**src/rtl/lsu_pkg.sv**
```systemverilog
// Shared definitions for the load/store unit: fun3 encodings, FSM states, sizes.
package lsu_pkg;

   localparam logic [2:0] F3_B  = 3'b000;
   localparam logic [2:0] F3_H  = 3'b001;
   localparam logic [2:0] F3_W  = 3'b010;
   localparam logic [2:0] F3_BU = 3'b100;
   localparam logic [2:0] F3_HU = 3'b101;

   localparam int unsigned DEFAULT_TIMEOUT_CYCLES = 255;
   localparam int unsigned CNT_W                  = 8;
   localparam int unsigned XLEN                   = 32;

   typedef enum logic [1:0] {
      IDLE = 2'd0,
      REQ  = 2'd1,
      DONE = 2'd2
   } lsu_state_t;

endpackage

```
**src/rtl/lsu_align.sv**
```systemverilog
// Byte-lane steering: store data replication/byte mask, load extract and extend.
module lsu_align
   import lsu_pkg::*;
(
   input  logic [2:0]      st_fun3,
   input  logic [1:0]      st_off,
   input  logic [XLEN-1:0] store_data,
   output logic [XLEN-1:0] wdata_c,
   output logic [3:0]      wmask_c,
   input  logic [2:0]      ld_fun3,
   input  logic [1:0]      ld_off,
   input  logic [XLEN-1:0] rdata,
   output logic [XLEN-1:0] load_ext_c
);

   logic [7:0]  ld_byte;
   logic [15:0] ld_half;

   always_comb begin
      wdata_c = store_data;
      wmask_c = 4'b1111;
      case (st_fun3)
         F3_B: begin
            wdata_c = {4{store_data[7:0]}};
            wmask_c = 4'b0001 << st_off;
         end
         F3_H: begin
            wdata_c = {2{store_data[15:0]}};
            wmask_c = st_off[1] ? 4'b1100 : 4'b0011;
         end
         default: ;
      endcase
   end

   always_comb begin
      ld_byte    = rdata[7:0];
      ld_half    = ld_off[1] ? rdata[31:16] : rdata[15:0];
      load_ext_c = rdata;
      case (ld_off)
         2'd1:    ld_byte = rdata[15:8];
         2'd2:    ld_byte = rdata[23:16];
         2'd3:    ld_byte = rdata[31:24];
         default: ld_byte = rdata[7:0];
      endcase
      case (ld_fun3)
         F3_B:    load_ext_c = {{24{ld_byte[7]}}, ld_byte};
         F3_BU:   load_ext_c = {24'd0, ld_byte};
         F3_H:    load_ext_c = {{16{ld_half[15]}}, ld_half};
         F3_HU:   load_ext_c = {16'd0, ld_half};
         default: load_ext_c = rdata;
      endcase
   end

endmodule

```
**src/rtl/load_store_unit.sv**
```systemverilog
// RV32I data-memory stage: legality check, valid/ready bus FSM with timeout,
// and registered load result for writeback.
module load_store_unit
   import lsu_pkg::*;
#(
   parameter int unsigned TIMEOUT_CYCLES = DEFAULT_TIMEOUT_CYCLES
)(
   input  logic        clk,
   input  logic        rst,
   input  logic        load,
   input  logic        store,
   input  logic [2:0]  fun3,
   input  logic [31:0] addr,
   input  logic [31:0] store_data,
   output logic        stall,
   output logic [31:0] load_data,
   output logic        access_fault,
   output logic        bus_error,
   output logic        mem_valid,
   output logic        mem_we,
   output logic [31:0] mem_addr,
   output logic [31:0] mem_wdata,
   output logic [3:0]  mem_wmask,
   input  logic        mem_ready,
   input  logic [31:0] mem_rdata
);

   lsu_state_t       state;
   logic [CNT_W-1:0] cnt;
   logic [2:0]       fun3_q;
   logic [1:0]       off_q;
   logic             legal_c;
   logic             timeout_c;
   logic [31:0]      wdata_c;
   logic [3:0]       wmask_c;
   logic [31:0]      load_ext_c;

   lsu_align u_align (
      .st_fun3    (fun3),
      .st_off     (addr[1:0]),
      .store_data (store_data),
      .wdata_c    (wdata_c),
      .wmask_c    (wmask_c),
      .ld_fun3    (fun3_q),
      .ld_off     (off_q),
      .rdata      (mem_rdata),
      .load_ext_c (load_ext_c)
   );

   // Exactly one strobe, a size legal for its direction, naturally aligned.
   always_comb begin
      legal_c = 1'b0;
      if (load ^ store) begin
         case (fun3)
            F3_B:    legal_c = 1'b1;
            F3_H:    legal_c = ~addr[0];
            F3_W:    legal_c = (addr[1:0] == 2'b00);
            F3_BU:   legal_c = load;
            F3_HU:   legal_c = load & ~addr[0];
            default: legal_c = 1'b0;
         endcase
      end
   end

   assign timeout_c = (cnt == CNT_W'(TIMEOUT_CYCLES - 1));
   assign stall     = ((state == IDLE) && legal_c) || (state == REQ);

   always_ff @(posedge clk) begin
      if (rst) begin
         state        <= IDLE;
         cnt          <= '0;
         fun3_q       <= 3'd0;
         off_q        <= 2'd0;
         load_data    <= '0;
         access_fault <= 1'b0;
         bus_error    <= 1'b0;
         mem_valid    <= 1'b0;
         mem_we       <= 1'b0;
         mem_addr     <= '0;
         mem_wdata    <= '0;
         mem_wmask    <= 4'd0;
      end else begin
         access_fault <= 1'b0;
         bus_error    <= 1'b0;
         case (state)
            IDLE: begin
               cnt <= '0;
               if (legal_c) begin
                  mem_valid <= 1'b1;
                  mem_we    <= store;
                  mem_addr  <= {addr[31:2], 2'b00};
                  mem_wdata <= wdata_c;
                  mem_wmask <= store ? wmask_c : 4'd0;
                  fun3_q    <= fun3;
                  off_q     <= addr[1:0];
                  state     <= REQ;
               end else if (load | store) begin
                  access_fault <= 1'b1;
                  load_data    <= '0;
               end
            end
            // Ready wins over a timeout landing in the same cycle.
            REQ: begin
               cnt <= cnt + CNT_W'(1);
               if (mem_ready) begin
                  mem_valid <= 1'b0;
                  if (!mem_we) load_data <= load_ext_c;
                  state <= DONE;
               end else if (timeout_c) begin
                  mem_valid <= 1'b0;
                  load_data <= '0;
                  bus_error <= 1'b1;
                  state     <= DONE;
               end
            end
            DONE: begin
               cnt   <= '0;
               state <= IDLE;
            end
            default: state <= IDLE;
         endcase
      end
   end

endmodule

```
**config.mk**
```make
export PLATFORM = sky130hd
export DESIGN_NAME = load_store_unit
export DESIGN_NICKNAME = d
export VERILOG_FILES = /design/src/rtl/lsu_pkg.sv /design/src/rtl/lsu_align.sv /design/src/rtl/load_store_unit.sv
export SDC_FILE = /design/constraint.sdc
export NUM_CORES = 1
export LEC_CHECK = 0
export BUFFER_PORTS_ARGS = -buffer_cell sky130_fd_sc_hd__buf_4
export CAP_MARGIN = 20
export CORE_MARGIN = 2
export CORE_UTILIZATION = 42
export CTS_CLUSTER_SIZE = 24
export DETAILED_ROUTE_END_ITERATION = 16
export PLACE_DENSITY_LB_ADDON = 0.3
export SETUP_SLACK_MARGIN = 0.2
export SYNTH_ARGS = -nofsm -noshare
export SYNTH_HDL_FRONTEND = slang
export SYNTH_SLANG_ARGS = --single-unit
```
**constraint.sdc**
```tcl
create_clock -name clk -period 2.5 [get_ports clk]
set_input_delay 0.5 -clock clk [delete_from_list [all_inputs] [get_ports clk]]
set_output_delay 0.5 -clock clk [all_outputs]
set_load 0.01 [all_outputs]
```
After elaboration in Yosys (flattened, before gate mapping). Cells that the tools add are included.

Bitwise operators: 6. Reductions and logical operators: 15. Mux-type cells: 26. $add $sub $neg: 1. Shifts and indexed selects: 1. Equal/unequal tests: 18.

Operators with widths (number): 2-to-1 mux 32 bit (5); case mux 32 bit (2 select lines) (2); case mux 32 bit (4 select lines) (1); case mux 8 bit (3 select lines) (1); 2-to-1 mux 16 bit (1); case mux 8 bit (2 select lines) (1); equality test 3 bit, second input constant (4); adder 8 x 1 -> 8 bit, second input constant (1); equality test 8 bit, second input constant (1); 2-to-1 mux 4 bit (2); case mux 4 bit (2 select lines) (1); equality test 2 bit, second input constant (3); equality test 3 x 1 -> 1 bit, second input constant (2); logical NOT 3 bit (2); 2-to-1 mux 1 bit (6); 2-to-1 mux 2 bit (3); != test 3 bit, second input constant (2); OR reduction 3 bit (2); case mux 1 bit (5 select lines) (1); AND reduction 5 bit (1); equality test 2 x 1 -> 1 bit, second input constant (2); logical NOT 2 bit (2); != test 2 bit, second input constant (2); case mux 2 bit (2 select lines) (1); 14 further kinds (18).

Bits in registers: 117. Input bits: 104. Word-level logic and storage cells: 79. Output and inout port bits: 105.

Logic depth before layout (Yosys ltp). Gate-level depths: netlist of run 1.

Depth after elaboration: 6. Depth in mapped cells: 9. Gate-level depth less buffers: 6.

By module. A second synthesis of run 1 with hierarchy kept.

Cell total of the unflattened synthesis: 685. Area, all modules: 5624.1 sq um.

By module, submodules not included: load_store_unit (instances 1, area each 4460.5 sq um, cells each 525, seq. area each 2342.2 sq um); lsu_align (instances 1, area each 1163.6 sq um, cells each 160, seq. area each 0.0 sq um).

Least setup slack after synthesis of run 1. Ideal clock, no wire load.

Path kind: input to output. Start point: input fun3[0]. End point: output stall. Stages: 6. Path buffers: 2. Slack: 0.511 ns. Data arrival time: 1.489 ns. Data required time: 2.000 ns. Path through: buf_2 a21oi_1 a21o_1 nand3_2 clkbuf_1 nand2_1.

Word-level cells in the longest chain between the ends: 5. Elaborated cells between the ends (all ways): 9. Classes of those cells: 4 x eq/ne; 2 x mux; 3 x reduce/logical.

RTL lines: start: declaration (line load_store_unit.sv:12) `input logic [2:0] fun3,`; equality test 3 bit (tied with other cells) (line load_store_unit.sv:54) `case (fun3)`; case mux 1 bit (5 select lines) * (line load_store_unit.sv:54); 2-to-1 mux 1 bit * (line load_store_unit.sv:53) `if (load ^ store) begin`; logical AND 1 bit * (line load_store_unit.sv:66) `assign stall = ((state == IDLE) && legal_c) || (state == REQ);`; logical OR 1 bit * (line load_store_unit.sv:66); end: declaration (line load_store_unit.sv:15) `output logic stall,`.

Mark *: on every way between the ends. The rest lies on a longest branch, timed or not.

Worst setup path in the final report of run 1.
Start point: register state[1]. End point: output stall.

Word-level cells in the longest chain between the ends: 3. Elaborated cells between the ends (all ways): 4. Classes of those cells: 1 x eq/ne; 3 x reduce/logical.

RTL lines: start: declaration (line load_store_unit.sv:28) `lsu_state_t state;`; start signal: assignment (line load_store_unit.sv:70) `state <= IDLE;`; start signal: assignment (line load_store_unit.sv:96) `state <= REQ;`; start signal: assignment (line load_store_unit.sv:108) `state <= DONE;`; logical NOT 2 bit (line load_store_unit.sv:66); logical AND 1 bit (line load_store_unit.sv:66); logical OR 1 bit * (line load_store_unit.sv:66).

Marks and branches as above.

==> results.txt, run 1 <==
The number of design-rule violations left by the first detailed-router iteration is 337. The count of cells resized by post-cts repair is 0. STA classifies the critical path endpoint as an output port. Pin placement for this block handled 209 I/O pins.

The area overhead of the layout relative to synthesis came out at 40.2%. Yosys attributes the largest share of cell area to dfxtp_1 (44%), nand2_1 (10%), a21oi_1 (6.1%). The number of buffers created by CTS came out at 17. The synthesized instance count is 628. The sequential element share of the synthesized area is 44.2%. The number of global-route vias before repair came to 4889. The ratio of total power to cell area is 665 nW/um2. The count of standard-cell rows is 41. The maximum number of pins on one net before global-route repair came out at 94.

The number of distinct library cell variants in the gate-level netlist after synthesis came out at 54. The detailed-route wire length came out at 15.4 mm. The most area-hungry cell type in the Yosys netlist is dfxtp_1. By startpoint and endpoint, the worst setup path is classified as flip-flop to output port. Data arrives at the worst endpoint at 1.62 ns.

The number of design rule violations left after detail routing is 0. The number of nets still failing antenna checks after routing came out at 0. The max-cap violation count came out at 0. The leakage power is 3.09 nW. The number of port buffers is 206. The share of cells above drive strength 1 is 32.3%. Setup repair after global routing left no endpoint under its margin. The area of the die is 13500 um2.

Setup violations remaining at the end of the flow were counted as 0. In this run the standard cell core region covers 12500 um2. The length of the first detailed-routing pass in iterations is 4. The worst hold path belongs to the class primary input to flip-flop. The average cell area after synthesis is 8.45 um2. The most used flip-flop cell after synthesis is dfxtp_1. After synthesis the netlist holds a flip-flop and latch count of 117. The worst slew slack as a fraction of its limit came out at 36.1%. After detailed routing, the average wire length per cell comes to 15.5 um. The maximum buffer depth of the clock tree is 2. The post-CTS setup buffer count came out at 0. The hold violation count in the final report is 0.

The cell sitting at the root of the clock tree is a clkbuf_16. The maximum ir drop on the vdd rail is 0.393 mV. The number of vias after detailed routing came out at 5128.

After the last flow step, the layout net total stands at 919. Leaving out fill and tap cells, the most frequent cell in the layout is buf_4. Clock latency on the worst-skew pair, taken at its later pin, is 0.41 ns. In this run, post-CTS hold repair placed 0 buffers. The routed via count divided by cell count came out at 5.17. The library cells used most frequently in the layout, excluding fill and tap cells, are buf_4 (214), nand2_1 (146), dfxtp_1 (117), a21oi_1 (65), nor2_1 (35).

The smallest clock period supported by the final layout is computed as 2.12 ns. The count of yosys warnings during synthesis is 0. The final max-slew violation count is 0. The combined global-route utilization of all metal layers is 22.8%.

The achievable clock frequency is 471 MHz. The synthesized area is 5310 um2. The post-placement cell count came out at 965.

The initial antenna violation count came to 0. TritonCTS built the clock tree. Once detailed placement completed, the half-perimeter wirelength came to 11.3 mm. The total number of H-tree levels came out at 4. The count of placed standard cells in the final layout, fillers left out is 992. The effective utilization at floorplan is 42.6%. The fraction of post-synthesis cell area in the top cell type by area is 44.2%.

The wire length of the first global-routing pass is 24.2 mm. The number of clock sinks came out at 117. Measured along the y axis, the die boundary spans 116 um. Yosys mapped a number of flops with a built-in enable equal to 0. The worst setup path is launched from a flip-flop. At the worst endpoint, the required time is 2.00 ns. For the pin with the worst max-slew slack, the measured transition is 0.958 ns. The highest fanout seen on the critical path came out at 9. For the final database, setup skew stands at 0.00661 ns. Counting flops with an async set or reset pin after synthesis yields a share of 0%.

The post-route fraction of the period consumed by the critical path came out at 85.0%. The run finished with clean final reports. The die span in x is 116 um. The antenna cell count came out at 0. The routability congestion estimate is 0.944. The clock transition at the register clock pins on the worst setup and hold paths after CTS came out at 0.05 ns. The aggregate negative setup slack is 0 ns. After global routing the overflow that remains totals 0.
-- cell usage after synthesis (8+ instances only) --
| cell type | instances |
|---|---|
| nand2_1 | 146 |
| a22o_1 | 17 |
| clkbuf_1 | 24 |
| nor2b_1 | 11 |
| o21ai_0 | 14 |
| a211oi_1 | 8 |
| mux2_2 | 8 |
| a31oi_1 | 14 |
| nor3_1 | 9 |
| a21oi_1 | 65 |
| nand2b_1 | 30 |
| buf_2 | 16 |
| dfxtp_1 | 117 |
| mux2i_1 | 26 |
| nor2_1 | 35 |
| o211ai_1 | 8 |
-- critical path, stage by stage (launching register included) --
cell and delay, ns:
dfxtp_1 0.42, nor2_1 0.30, nand3_2 0.26, nand2_1 0.12
buf_4 0.12
-- layout make-up --
class | count | area (um2)
Clock inverter | 5 | 52.6
Clock buffer | 22 | 484
Multi-Input combinational cell | 455 | 2680
Timing Repair Buffer | 216 | 1650
Fill cell | 1107 | 5030
Sequential cell | 117 | 2340
Inverter | 5 | 18.8
Tap cell | 172 | 215
-- layer usage --
| layer | vias up | part of all wire (%) | global-route usage [%] |
|---|---|---|---|
| met1 | 2386 | 41 | 26.8 |
| met5 | - | 0 | 0 |
| met2 | 177 | 49 | 38.7 |
| met4 | 0 | 1.7 | 8.49 |
| li1 | 2543 | - | - |
| met3 | 22 | 7.9 | 7.42 |
-- kinds of logic after synthesis --
kind of cell / share of synthesized area [%]
AOI/OAI and AO/OA: 19.7
xor gates and xnor gates: 1.16
adders and majority gates: 0.708
buffers and inverters: 5.47
DFF: 44.2
muxes: 6.89
other: 0.0707
and+or+nand+nor: 21.8
-- path summary, 6_finish.rpt --
path	from	endpoint	slack, ns	cells after the start
min reg2reg	mem_wmask[3]	mem_wmask[3]	0.45	2
max reg2reg	cnt[0]	load_data[13]	0.56	6
min	addr[28]	mem_addr[28]	0.34	3
max	state[1]	stall	0.38	4
-- report_power, final --
group	leakage [nW]	switching, mW	internal [mW]	total [mW]
clock	0.265	0.794	1.43	2.23
sequential	0.950	0.0549	1.95	2.01
combinational	1.87	0.368	0.340	0.709
-- flip-flops by register name, indices dropped and copies added (netlist names) --
register,cells
access_fault,1
bus_error,1
cnt,8
fun3_q,3
load_data,32
mem_addr,30
mem_valid,1
mem_wdata,32
mem_we,1
mem_wmask,4
off_q,2
state,2
-- stage by stage --
step                      area, um2  utilization (%)  hold slack [ns]  total power, mW  worst slack [ns]
after detailed placement       6900             55.4            0.449             2.75             0.312
after global placement         6900             55.4            0.443             2.73             0.373
after global routing           7440             59.7            0.330             5.13             0.228
after floorplan                5310                -            0.455             2.41             0.511
after CTS                      7440             59.7            0.320             4.99             0.352
final                          7440             59.7            0.338             4.94             0.375
Power figures use the tool's default switching activity.
==> run 2, diff against run 1 <==
--- a/config.mk
+++ b/config.mk
@@ -5,6 +5,7 @@
 export SDC_FILE = /design/constraint.sdc
 export NUM_CORES = 1
 export LEC_CHECK = 0
+export ABC_AREA = 1
 export BUFFER_PORTS_ARGS = -buffer_cell sky130_fd_sc_hd__buf_4
 export CAP_MARGIN = 20
 export CORE_MARGIN = 2
==> constraint.sdc (replaced) <==
create_clock -name clk -period 2.22 [get_ports clk]
set_input_delay 0.444 -clock clk [delete_from_list [all_inputs] [get_ports clk]]
set_output_delay 0.444 -clock clk [all_outputs]
set_load 0.01 [all_outputs]
==> results.txt, run 2 <==
TritonCTS built the clock tree. The area overhead of the layout relative to synthesis came out at 42.6%. The internal reg-to-reg setup slack is 0.43 ns (-0.13 ns). The sequential element share of the synthesized area came out at 42.9% (-1.2 points). The clock transition at the register clock pins on the worst setup and hold paths after CTS is 0.05 ns (about the same).

The cell sitting at the root of the clock tree is a clkbuf_16. Static timing analysis puts the maximum clock frequency at 528 MHz. The length of the first detailed-routing pass in iterations is 5 (+1).

The final routed wire length divided by cell count is 13.2 um (-15%). The worst clock skew is 0.00457 ns (-0.00204 ns). The count of standard-cell rows came out at 41 (unchanged).

The number of setup violations in the final report is 0 (unchanged). The number of vias after detailed routing came out at 5710 (+11%). The most common cell in the synthesized netlist is nor2_1. The leakage power came out at 3.77 nW (+22%). The number of design-rule violations left by the first detailed-router iteration is 379 (+12%).

The setup path with the least slack is of type flip-flop to output port. The final max-slew violation count came out at 0 (unchanged). The number of synthesized flops with an enable pin came out at 0 (unchanged). The number of nets still failing antenna checks after routing is 0 (unchanged). The initial antenna violation count came out at 0 (unchanged).

The maximum number of pins on one net before global-route repair is 73 (-22%). The most area-hungry cell type in the Yosys netlist is dfxtp_1. The flow ran to the end, and the final reports show no timing, DRC or antenna violations. In the finished design, the share of the clock period the worst path needs comes to 85.3%. The worst setup path endpoint is stall.

The number of port buffers is 206 (unchanged). The worst setup path is launched from a flip-flop. The source of the critical timing path is state[1].

The wire length of the first global-routing pass came out at 25.6 mm (+5.9%). The endpoint identified for the worst register-to-register timing path is load_data[24]. The aggregate negative setup slack was 0 ns (unchanged). The most used flip-flop cell after synthesis is dfxtp_1. The area of the die came out at 13900 um2 (+2.8%). The final-stage net count came to 1130 (+23%). The largest registers in the layout are load_data: 32 flops, mem_wdata: 32 flops, mem_addr: 30 flops. The final worst hold slack came out at 0.220 ns (-0.117 ns). After synthesis, the most frequently instantiated cells are nor2_1 (232), nand2_1 (156), dfxtp_1 (117). The highest fanout seen on the critical path came out at 7 (-2). The setup slack at placement came out at 0.298 ns (-0.0144 ns). The required time at the worst-slack endpoint is 1.78 ns (-0.22 ns). The max-cap violation count is 0 (unchanged).

The y dimension of the die is 118 um (+1.4%). The number of distinct library cell variants in the gate-level netlist after synthesis is 34 (-37%). The hold violation count in the final report is 0 (unchanged).

The maximum buffer depth of the clock tree came out at 2 (unchanged). The detailed-route wire length is 15.9 mm (+3.2%). The worst hold path belongs to the class primary input to flip-flop. The ratio of total power to cell area came out at 870 nW/um2 (+31%). The worst setup path is captured at an output port. The overall overflow remaining after global route is 0 (unchanged). The synthesized area is 5460 um2 (+2.9%). The synthesized instance count is 828 (+32%).

The average cell area after synthesis is 6.59 um2 (-22%). The core outline area came out at 12700 um2 (+1.6%). The estimated wirelength of the detail-placed design is 11.1 mm (-1.4%). The final worst-path setup slack came to 0.327 ns (-0.0487 ns). The latest clock arrival within the worst-skew pair came out at 0.42 ns (about the same). The I/O pin count came to 209 (unchanged). The antenna cell count came out at 0 (unchanged). The combined global-route utilization of all metal layers came out at 22.7% (-0.029 points). The reg-to-reg critical path startpoint is fun3_q[1]. The number of clock sinks is 117 (unchanged). The post-synthesis async set-or-reset flop share was 0% (unchanged). The total number of H-tree levels came out at 4 (unchanged).

The die span in x is 118 um (+1.4%). The number of design rule violations left after detail routing came out at 0 (unchanged). The arrival time at the worst endpoint came to 1.45 ns (-0.17 ns). The routability congestion estimate is 0.854 (-9.6%).

Setup repair after global routing left no endpoint under its margin. The maximum ir drop on the vdd rail came out at 0.612 mV (+56%). In the layout the commonest cells are nor2_1 (231), buf_4 (215), nand2_1 (156), dfxtp_1 (117), o21ai_0 (116). The depth of the worst register-to-register path came out at 9 (+3). The library cell used most frequently in the layout, excluding fill and tap cells, is nor2_1. The number of buffers created by CTS came to 17 (unchanged). The fraction of post-synthesis cell area in the top cell type by area is 42.9% (-1.2 points). By area the synthesized netlist is led by dfxtp_1 (43%), nor2_1 (16%), nand2_1 (11%). The count of yosys warnings during synthesis came out at 0 (unchanged). The number of global-route vias before repair came out at 5184 (+6.0%). For the finished layout, the period the worst path requires is 1.89 ns. The flip-flop and latch count after synthesis came out at 117 (unchanged).

The effective utilization at floorplan is 43.1% (+0.52 points). The share of cells above drive strength 1 was 26.2% (-6.2 points). The routed via count divided by cell count was 4.73 (-8.6%).
run 2: power by group:
part           internal [mW]  switching (mW)
logic                  0.610           0.739
clock network           2.02           0.996
registers               2.30           0.114
total                   4.92            1.85
run 2: critical path, cell delays in order, from the launching register on:
cell,delay (ns)
dfxtp_1,0.39
nor2_2,0.22
nand4_4,0.20
nand2_1,0.11
buf_4,0.12
run 2: cells by family after synthesis:
logic type / synth area share, %
AOI/OAI and AO/OA: 16.0
xor gates and xnor gates: 0.161
adders and majority gates: 0.688
buffers and inverters: 9.74
DFF: 42.9
other: 0.0687
and+or+nand+nor: 30.4
run 2: repair_timing:
action,in CTS,in global routing
resized for setup,0,1
hold buffers,0,0
setup buffers,0,0
setup endpoints to repair,0,1
run 2: cell type report:
class                      instances  area [um2]
tap                              172         215
timing repair buffer             219        1690
clock inverter                    13         205
clock buffer                      19         443
fill                            1184        4890
sequential                       117        2340
multi-input combinational        591        2590
inverter                          77         293
run 2: per-layer routing:
metal / share of wire, % / up-vias / global-route usage (%)
met4: 1.5 / 0 / 7.15
met2: 45 / 232 / 36.2
met1: 42 / 2482 / 27.6
met3: 11 / 20 / 10.1
li1: - / 2976 / -
met5: 0 / - / 0
run 2: worst min path at each step:
stage | startpoint | end | slack [ns] | depth (start not counted)
after floorplan | cnt[6] | cnt[6] | 0.45 | 2
after global placement | mem_addr[2] | mem_addr[2] | 0.46 | 2
after detailed placement | mem_valid | mem_valid | 0.47 | 2
after CTS | mem_ready | bus_error | 0.20 | 2
after global routing | mem_ready | bus_error | 0.21 | 2
final | mem_ready | bus_error | 0.22 | 2
run 2: per-stage QoR:
stage | instance area [um2] | util [%] | total power [mW] | std cells
CTS | 7780 | 61.4 | 6.82 | 1208
detailed placement | 7130 | 56.3 | 3.80 | 1176
finish | 7780 | 61.4 | 6.77 | 1208
global placement | 7130 | 56.3 | 3.78 | 1176
global route | 7780 | 61.4 | 7.10 | 1208
floorplan | 5460 | - | 3.20 | 829
